File: src/rtl/debounce_pkg.sv
// rtl/debounce_pkg.sv - shared types and defaults for the debounce/synchronizer block
//
// Purpose : state encoding of the debounce FSM and the default qualification length.
// Contents: state_t (LOW, LOW_CHK, HIGH, HIGH_CHK), DEBOUNCE_CYCLES_DEF.

package debounce_pkg;

   localparam int DEBOUNCE_CYCLES_DEF = 4;

   typedef enum logic [1:0] {
      LOW      = 2'b00,
      LOW_CHK  = 2'b01,
      HIGH     = 2'b10,
      HIGH_CHK = 2'b11
   } state_t;

endpackage

File: src/rtl/sync_2ff.sv
// rtl/sync_2ff.sv - two-flop synchronizer for a single asynchronous level
//
// Purpose : bring an asynchronous level into the clk domain.
// Ports   : clk - clock, rising edge
//           rst - asynchronous active-low reset, clears both flops
//           d   - asynchronous input level
//           q   - synchronized level (second flop output)

module sync_2ff (
   input  logic clk,
   input  logic rst,
   input  logic d,
   output logic q
);

   logic r_meta;
   logic r_sync;

   always_ff @(posedge clk or negedge rst) begin
      if (!rst) begin
         r_meta <= 1'b0;
         r_sync <= 1'b0;
      end else begin
         r_meta <= d;
         r_sync <= r_meta;
      end
   end

   assign q = r_sync;

endmodule

File: src/rtl/debounce_sync.sv
// rtl/debounce_sync.sv - synchronizing debouncer with edge pulses
//
// Purpose : accept a new level of din only after DEBOUNCE_CYCLES consecutive
//           synchronized samples agree; report accepted edges as pulses.
// Ports   : clk  - clock, rising edge
//           rst  - asynchronous active-low reset
//           din  - raw asynchronous level, may bounce
//           dout - debounced level, decoded from the state register
//           rise - one-cycle pulse when dout goes 0->1
//           fall - one-cycle pulse when dout goes 1->0
//           busy - a candidate level change is being qualified

module debounce_sync
   import debounce_pkg::*;
#(
   parameter int DEBOUNCE_CYCLES = DEBOUNCE_CYCLES_DEF
) (
   input  logic clk,
   input  logic rst,
   input  logic din,
   output logic dout,
   output logic rise,
   output logic fall,
   output logic busy
);

   localparam int CNT_W = $clog2(DEBOUNCE_CYCLES + 1);
   localparam logic [CNT_W-1:0] LP_CNT_LAST = CNT_W'(DEBOUNCE_CYCLES - 1);
   localparam logic [CNT_W-1:0] LP_CNT_ONE  = CNT_W'(1);

   logic             w_din_s;
   state_t           r_state;
   state_t           w_state_nxt;
   logic [CNT_W-1:0] r_cnt;
   logic [CNT_W-1:0] w_cnt_nxt;
   logic             r_rise;
   logic             r_fall;
   logic             w_rise_nxt;
   logic             w_fall_nxt;

   sync_2ff u_sync (
      .clk (clk),
      .rst (rst),
      .d   (din),
      .q   (w_din_s)
   );

   always_ff @(posedge clk or negedge rst) begin
      if (!rst) begin
         r_state <= LOW;
         r_cnt   <= '0;
         r_rise  <= 1'b0;
         r_fall  <= 1'b0;
      end else begin
         r_state <= w_state_nxt;
         r_cnt   <= w_cnt_nxt;
         r_rise  <= w_rise_nxt;
         r_fall  <= w_fall_nxt;
      end
   end

   // The first differing sample already counts as one, so the exit fires on
   // the sample that sees cnt == DEBOUNCE_CYCLES-1: the counter never reaches
   // DEBOUNCE_CYCLES and cannot wrap.
   always_comb begin
      w_state_nxt = r_state;
      w_cnt_nxt   = r_cnt;
      w_rise_nxt  = 1'b0;
      w_fall_nxt  = 1'b0;
      case (r_state)
         LOW: begin
            if (w_din_s) begin
               w_state_nxt = LOW_CHK;
               w_cnt_nxt   = LP_CNT_ONE;
            end else begin
               w_cnt_nxt = '0;
            end
         end
         LOW_CHK: begin
            if (!w_din_s) begin
               w_state_nxt = LOW;
               w_cnt_nxt   = '0;
            end else if (r_cnt == LP_CNT_LAST) begin
               w_state_nxt = HIGH;
               w_cnt_nxt   = '0;
               w_rise_nxt  = 1'b1;
            end else begin
               w_cnt_nxt = r_cnt + LP_CNT_ONE;
            end
         end
         HIGH: begin
            if (!w_din_s) begin
               w_state_nxt = HIGH_CHK;
               w_cnt_nxt   = LP_CNT_ONE;
            end else begin
               w_cnt_nxt = '0;
            end
         end
         HIGH_CHK: begin
            if (w_din_s) begin
               w_state_nxt = HIGH;
               w_cnt_nxt   = '0;
            end else if (r_cnt == LP_CNT_LAST) begin
               w_state_nxt = LOW;
               w_cnt_nxt   = '0;
               w_fall_nxt  = 1'b1;
            end else begin
               w_cnt_nxt = r_cnt + LP_CNT_ONE;
            end
         end
         default: begin
            w_state_nxt = LOW;
            w_cnt_nxt   = '0;
         end
      endcase
   end

   // Decoded from the state register only, so reset clears them at once and
   // there is no combinational path from din.
   assign dout = (r_state == HIGH) || (r_state == HIGH_CHK);
   assign busy = (r_state == LOW_CHK) || (r_state == HIGH_CHK);
   assign rise = r_rise;
   assign fall = r_fall;

endmodule

File: config.mk
export PLATFORM = sky130hd
export DESIGN_NAME = debounce_sync
export DESIGN_NICKNAME = d
export VERILOG_FILES = /design/src/rtl/debounce_pkg.sv /design/src/rtl/sync_2ff.sv /design/src/rtl/debounce_sync.sv
export SDC_FILE = /design/constraint.sdc
export NUM_CORES = 1
export LEC_CHECK = 0
export ABC_CLOCK_PERIOD_IN_PS = 1600
export CAP_MARGIN = 40
export CORE_AREA = 10 10 47 49
export DETAILED_ROUTE_END_ITERATION = 8
export DIE_AREA = 0 0 57 59
export PLACE_DENSITY_LB_ADDON = 0.2
export SYNTH_ARGS = -nofsm -noshare
export SYNTH_HDL_FRONTEND = slang
export SYNTH_HIERARCHICAL = 1
export SYNTH_SLANG_ARGS = --single-unit
File: constraint.sdc
create_clock -name clk -period 1.6 [get_ports clk]
set_clock_uncertainty 0.2 [all_clocks]
set_input_delay 0.32 -clock clk [delete_from_list [all_inputs] [get_ports clk]]
set_output_delay 0.32 -clock clk [all_outputs]
set_load 0.01 [all_outputs]
==> Flow_metrics.wiki, run 1 <==
{| class="wikitable"
! Metric !! Value
|-
| Outcome || completed
|-
| CP max stage cell || sky130_fd_sc_hd__dfrtp_1
|-
| Gate count after technology mapping || 24
|-
| Portion of total power attributed to sequential cells || 48.2%
|-
| WL final || 575 µm
|-
| Top cells by area in the synthesized netlist || sky130_fd_sc_hd__dfrtp_1 (67%), sky130_fd_sc_hd__nor3b_1 (8.9%), sky130_fd_sc_hd__and2_2 (4.5%)
|-
| Critical path start-end classification || register to output pin
|-
| Lkg Pwr || 0.2072 nW
|-
| Sum of buffers and inverters on the critical path || 1
|-
| Number of setup violations in the final report || 0
|-
| Hold violation count in the final report || 0
|-
| Global-route total usage across every layer || 4.082%
|-
| Total vias in the final route || 189
|-
| Number of global-route vias before repair || 242
|-
| Internal power contribution || 0.4812 mW
|-
| Core utilization of the finished layout || 31.25%
|-
| Area share of the largest cell type after synthesis || 66.91%
|-
| Max_slew headroom || 73.53%
|-
| Total power consumption of the routed design || 0.6655 mW
|-
| Setup repair bufs after CTS || 0
|-
| Critical Path Sink Type || output pin
|-
| Top cell family by delay on the critical path || flip-flops
|-
| CTS sink count || 9
|-
| Routed len/inst || 11.73 µm
|-
| Number of antenna violations at the first check in global routing || 0
|-
| Clock latency on the worst-skew pair || 0.25 ns
|-
| Final instance count without filler cells || 49
|-
| Core Box Area || 1401 µm²
|-
| Cell accounting for the most synthesized area || sky130_fd_sc_hd__dfrtp_1
|-
| HPWL after detailed placement || 439.9 µm
|-
| Net switching fraction of the power || 27.69%
|-
| Final weighted congestion in routability-driven placement || 0.6458
|-
| Total instance count after detailed placement || 45
|-
| Total clock buffers created by CTS || 3
|-
| Number of logic stages on the critical path including buffering || 1
|-
| Die footprint || 3363 µm²
|-
| Resized Gates After CTS || 4
|-
| Number of diodes || 0
|-
| Maximum level of the CTS H-tree || 1
|-
| Clock tree from TritonCTS || done
|-
| Max-slew violation total from the final report || 0
|-
| Post-Synthesis Cell Area || 336.6 µm²
|-
| Global-route wire length before repair || 1000 µm
|-
| Net Count, Synth || 28
|-
| Longest Clk Path Bufs || 2
|-
| Power per standard cell area || 1520 nW/µm²
|-
| Critical Path Source Type || register
|-
| Effective utilization at floorplan || 24.02%
|-
| Distinct cell type count after synthesis || 10
|-
| Warning count from the yosys run || 6
|-
| Final net count || 38
|-
| Required @ worst endpoint || 1.08 ns
|-
| Chip Width || 57 µm
|-
| Remaining global-route overflow || 0
|-
| Combinational share of power || 26.7%
|-
| Clock transition time at the flip-flop clock pins of the worst setup and hold paths || 0.06 ns
|-
| Max-cap viol count || 0
|-
| Largest vdd supply drop || 464.0 µV
|-
| Final Critical Period || 1.492 ns
|-
| Average cell area after synthesis || 14.02 µm²
|-
| RSZ-0062 raised after global routing || no
|-
| Post-route ant nets || 0
|-
| Part of the total power dissipated in the clock network || 25.1%
|-
| Total number of placement rows || 14
|-
| Num ports || 7
|-
| CP max FO || 5
|-
| Largest net degree at the start of global routing || 10
|-
| Number of storage elements in the synthesis netlist || 9
|-
| Initial DRT Pass Iterations || 3
|-
| DRT iter0 DRCs || 1
|-
| Drt via density || 3.857
|-
| Data arrival time of the critical path || 0.97 ns
|-
| Die span in y || 59 µm
|-
| Top achievable clock speed || 0.6702 GHz
|-
| Clock root buffer master || sky130_fd_sc_hd__clkbuf_4
|-
| Period Utilization, post-route || 93.26%
|-
| Synthesis-to-layout area growth || 30.11%
|-
| Path category of the worst min-delay check || primary input to asynchronous set/reset pin
|-
| Worst slew pin tran || 0.3959 ns
|-
| Psw || 0.1843 mW
|-
| R2R cell count || 4
|-
| Hold-fix buffers, CTS || 0
|-
| DRC || 0
|-
| Port bufs || 6
|-
| Slowest Stage Delay on Critical Path || 0.42 ns
|-
| Sequential area share after synthesis || 66.91%
|-
| Fraction of layout instances using a drive strength above 1 || 24.24%
|-
| Worst-path cell chain || dlygate4sd2_1
|-
| Accumulated negative setup slack || 0 ns
|}
## layout by cell type (no fill, tap or decap)
| cell type | count |
|---|---|
| sky130_fd_sc_hd__o21ai_0 | 1 |
| sky130_fd_sc_hd__dfrtp_1 | 9 |
| sky130_fd_sc_hd__mux2_2 | 1 |
| sky130_fd_sc_hd__and2_2 | 2 |
| sky130_fd_sc_hd__clkbuf_4 | 3 |
| sky130_fd_sc_hd__ha_1 | 1 |
| sky130_fd_sc_hd__buf_4 | 1 |
| sky130_fd_sc_hd__nand2_1 | 2 |
| sky130_fd_sc_hd__nor2b_4 | 1 |
| sky130_fd_sc_hd__nor3b_1 | 4 |
| sky130_fd_sc_hd__xor2_1 | 1 |
| sky130_fd_sc_hd__dlygate4sd2_1 | 4 |
| sky130_fd_sc_hd__clkdlybuf4s50_1 | 2 |
| sky130_fd_sc_hd__clkbuf_1 | 1 |
## area by class of cell
| class | instances | area, µm² |
|---|---|---|
| timing repair buffer | 7 | 62.56 |
| fill | 156 | 963.4 |
| clock buffer | 4 | 26.28 |
| multi-input combinational | 13 | 103.9 |
| sequential | 9 | 225.2 |
| tap | 16 | 20.02 |
## final timing paths
kind	startpoint	to	slack (ns)
setup / recovery	register	dout	0.11
hold / removal	rst	u_sync/r_meta	0.16
setup reg to reg	r_cnt[0]	register	0.13
hold reg to reg	u_sync/r_meta	u_sync/q	0.16
max in group asynchronous	rst	asynchronous set/reset pin	0.76
min in group clk	u_sync/r_meta	u_sync/q	0.16
## synthesized netlist by cell type
master                     number
sky130_fd_sc_hd__nand2_1        2
sky130_fd_sc_hd__o21ai_0        1
sky130_fd_sc_hd__nor2b_4        1
sky130_fd_sc_hd__mux2_2         1
sky130_fd_sc_hd__dfrtp_1        9
sky130_fd_sc_hd__clkbuf_1       2
sky130_fd_sc_hd__nor3b_1        4
sky130_fd_sc_hd__xor2_1         1
sky130_fd_sc_hd__ha_1           1
sky130_fd_sc_hd__and2_2         2
## power groups by stage
stage | clock, mW | sequential, mW | combinational, mW
6_report | 0.167 | 0.321 | 0.177
5_1_grt | 0.192 | 0.333 | 0.202
4_1_cts | 0.178 | 0.322 | 0.183
3_5_place_dp | 0 | 0.326 | 0.201
3_3_place_gp | 0 | 0.324 | 0.198
2_1_floorplan | 0 | 0.317 | 0.131
## cell families (layout without fill, tap and decap cells)
kind of cell,after synthesis,count (layout),share of synthesized area (%)
fa+ha+maj,1,1,3.717
compound gates,1,1,1.486
mux,1,1,3.345
flops,9,9,66.92
xor+xnor,1,1,2.603
simple gates,9,9,19.70
buf+inv,2,11,2.231
## metrics by stage
stage	area (µm²)	worst slack (ns)	hold slack (ns)
finish	437.9	0.1079	0.1588
global route	437.9	0.04550	0.1774
CTS	437.9	0.08921	0.1602
detailed placement	416.7	0.1210	0.1427
global placement	416.7	0.1378	0.1421
floorplan	336.6	0.1683	-0.1756
## layer usage
layer  track usage (%)  routed length (µm)
met2             4.651                 243
met3             3.648                  81
met1             4.212                 250
met5                 0                   0
met4             4.027                   0
Power figures use the tool's default switching activity.
==> inputs of run 2 (changes only) <==
--- a/config.mk
+++ b/config.mk
@@ -10,6 +10,7 @@
 export CORE_AREA = 10 10 47 49
 export DETAILED_ROUTE_END_ITERATION = 8
 export DIE_AREA = 0 0 57 59
+export DONT_BUFFER_PORTS = 1
 export PLACE_DENSITY_LB_ADDON = 0.2
 export SYNTH_ARGS = -nofsm -noshare
 export SYNTH_HDL_FRONTEND = slang
==> run 2 against run 1 <==
Final cell count fell by 10%. Critical path depth rose by 3. Utilization fell by 3.0 points. Clock power barely moved. Flip-flop and latch count did not move. Sequential power rose by 6.2%. Clock-buffer cell count did not move. Sequential share of layout area rose by 5.5 points. Final area fell by 9.7%. Combinational power fell by 31%. Register-to-register slack got worse by 0.05 ns. Fmax fell by 2.0%. Critical path type is now register to register.
==> Flow_metrics.wiki, run 2 (synthesis results as in run 1) <==
{| class="wikitable"
! Metric !! Value
|-
| Outcome || completed
|-
| Worst reg2reg path startpoint || r_cnt[0]
|-
| Clock latency on the worst-skew pair || 0.25 ns
|-
| Fraction of layout instances using a drive strength above 1 || 25.00%
|-
| Die footprint || 3363 µm²
|-
| Most frequent standard cell in the layout excluding fill and tap cells || sky130_fd_sc_hd__dfrtp_1
|-
| Worst Hold End || u_sync/q
|-
| Num ports || 7
|-
| Global-route total usage across every layer || 3.819%
|-
| Worst slew pin tran || 0.3956 ns
|-
| R2R setup slack || 0.08 ns
|-
| Maximum level of the CTS H-tree || 1
|-
| Power per standard cell area || 1594 nW/µm²
|-
| WHS Path Cells || 0
|-
| Total vias in the final route || 185
|-
| DRT iter0 DRCs || 0
|-
| Core Box Area || 1401 µm²
|-
| Post-route ant nets || 0
|-
| Hold Startpoint || u_sync/r_meta
|-
| CP max FO || 4
|-
| Clock transition time at the flip-flop clock pins of the worst setup and hold paths || 0.06 ns
|-
| Total number of placement rows || 14
|-
| CTS sink count || 9
|-
| R2R cell count || 4
|-
| Top achievable clock speed || 0.6567 GHz
|-
| Longest Clk Path Bufs || 2
|-
| Max_slew headroom || 73.54%
|-
| Initial DRT Pass Iterations || 1
|-
| Global-route wire length before repair || 945 µm
|-
| Chip Width || 57 µm
|-
| Total clock buffers created by CTS || 3
|-
| Synthesis-to-layout area growth || 17.47%
|-
| Hold-fix buffers, CTS || 2
|-
| Effective utilization at floorplan || 24.02%
|-
| Data arrival time of the critical path || 1.46 ns
|-
| Critical path start-end classification || register to register
|-
| Critical Path Sink Type || register
|-
| Resized Gates After CTS || 0
|-
| Final weighted congestion in routability-driven placement || 0.6328
|-
| Required @ worst endpoint || 1.54 ns
|-
| Largest net degree at the start of global routing || 10
|-
| Max-cap viol count || 0
|-
| Number of diodes || 0
|-
| Accumulated negative setup slack || 0 ns
|-
| Remaining global-route overflow || 0
|-
| Routed len/inst || 11.89 µm
|-
| Port bufs || 0
|-
| RSZ-0062 raised after global routing || no
|-
| Critical Path Source Type || register
|-
| Max-slew violation total from the final report || 0
|-
| Layout filler cell count || 156
|-
| Path category of the worst min-delay check || register to register
|-
| Total power consumption of the routed design || 0.6304 mW
|-
| Hold slack final || 0.1562 ns
|-
| Largest vdd supply drop || 413.7 µV
|-
| Final Critical Period || 1.523 ns
|-
| Clock root buffer master || sky130_fd_sc_hd__clkbuf_4
|-
| Setup repair bufs after CTS || 0
|-
| Number of global-route vias before repair || 220
|-
| Drt via density || 4.205
|-
| Number of antenna violations at the first check in global routing || 0
|-
| Commonest cells after routing, fill and taps aside || sky130_fd_sc_hd__dfrtp_1 (9), sky130_fd_sc_hd__nor3b_1 (4), sky130_fd_sc_hd__clkbuf_4 (3)
|-
| Die span in y || 59 µm
|-
| Number of setup violations in the final report || 0
|-
| DRC || 0
|-
| Hold violation count in the final report || 0
|-
| WL final || 523 µm
|-
| Clock tree from TritonCTS || done
|-
| Period Utilization, post-route || 95.18%
|-
| Final net count || 33
|-
| Lkg Pwr || 0.1753 nW
|}
==> run 2: how the worst max path moves through the flow <==
stage | startpoint | to | slack, ns | cells after the start
floorplan | r_cnt[0] | register | 0.17 | 4
global placement | r_cnt[0] | register | 0.12 | 4
detailed placement | r_cnt[0] | register | 0.08 | 4
CTS | r_cnt[0] | register | 0.07 | 4
global route | r_cnt[0] | register | 0.005 | 4
finish | r_cnt[0] | register | 0.08 | 4
==> run 2: report_power, final <==
part	switching, mW	leakage (nW)	total [mW]	internal (mW)
sequential	0.0598	0.115	0.341	0.282
combinational	0.0478	0.0450	0.123	0.0749
clock	0.0707	0.0150	0.166	0.0955
total	0.178	0.175	0.630	0.452
==> run 2: cell type report <==
class | instances | area [µm²] | area share, %
multi-input cells | 13 | 103.9 | 26.27
repair buffers | 2 | 20.02 | 5.063
well taps | 16 | 20.02 | 5.063
flip-flops and latches | 9 | 225.2 | 56.96
clock buffers | 4 | 26.28 | 6.646
==> run 2: critical path, cell delays in order (launching register included) <==
cell and delay (ns):
sky130_fd_sc_hd__dfrtp_1 0.38, sky130_fd_sc_hd__ha_1 0.22, sky130_fd_sc_hd__nor2b_4 0.13, sky130_fd_sc_hd__nand2_1 0.13, sky130_fd_sc_hd__mux2_2 0.34
==> run 2: stage by stage <==
stage,setup WS (ns),cells,cell area (µm²),util [%]
6_report,0.07720,44,395.4,28.21
5_1_grt,0.004779,44,395.4,28.21
4_1_cts,0.06582,44,395.4,28.21
3_5_place_dp,0.07644,38,349.1,24.91
3_3_place_gp,0.1237,38,349.1,24.91
2_1_floorplan,0.1683,24,336.6,-
==> run 2: layer usage <==
metal	vias up	GRT usage (%)	routed length, µm
met2	8	5.271	249
met1	91	2.885	159
met3	0	4.506	114
met5	-	0	0
met4	0	3.020	0
li1	86	-	-
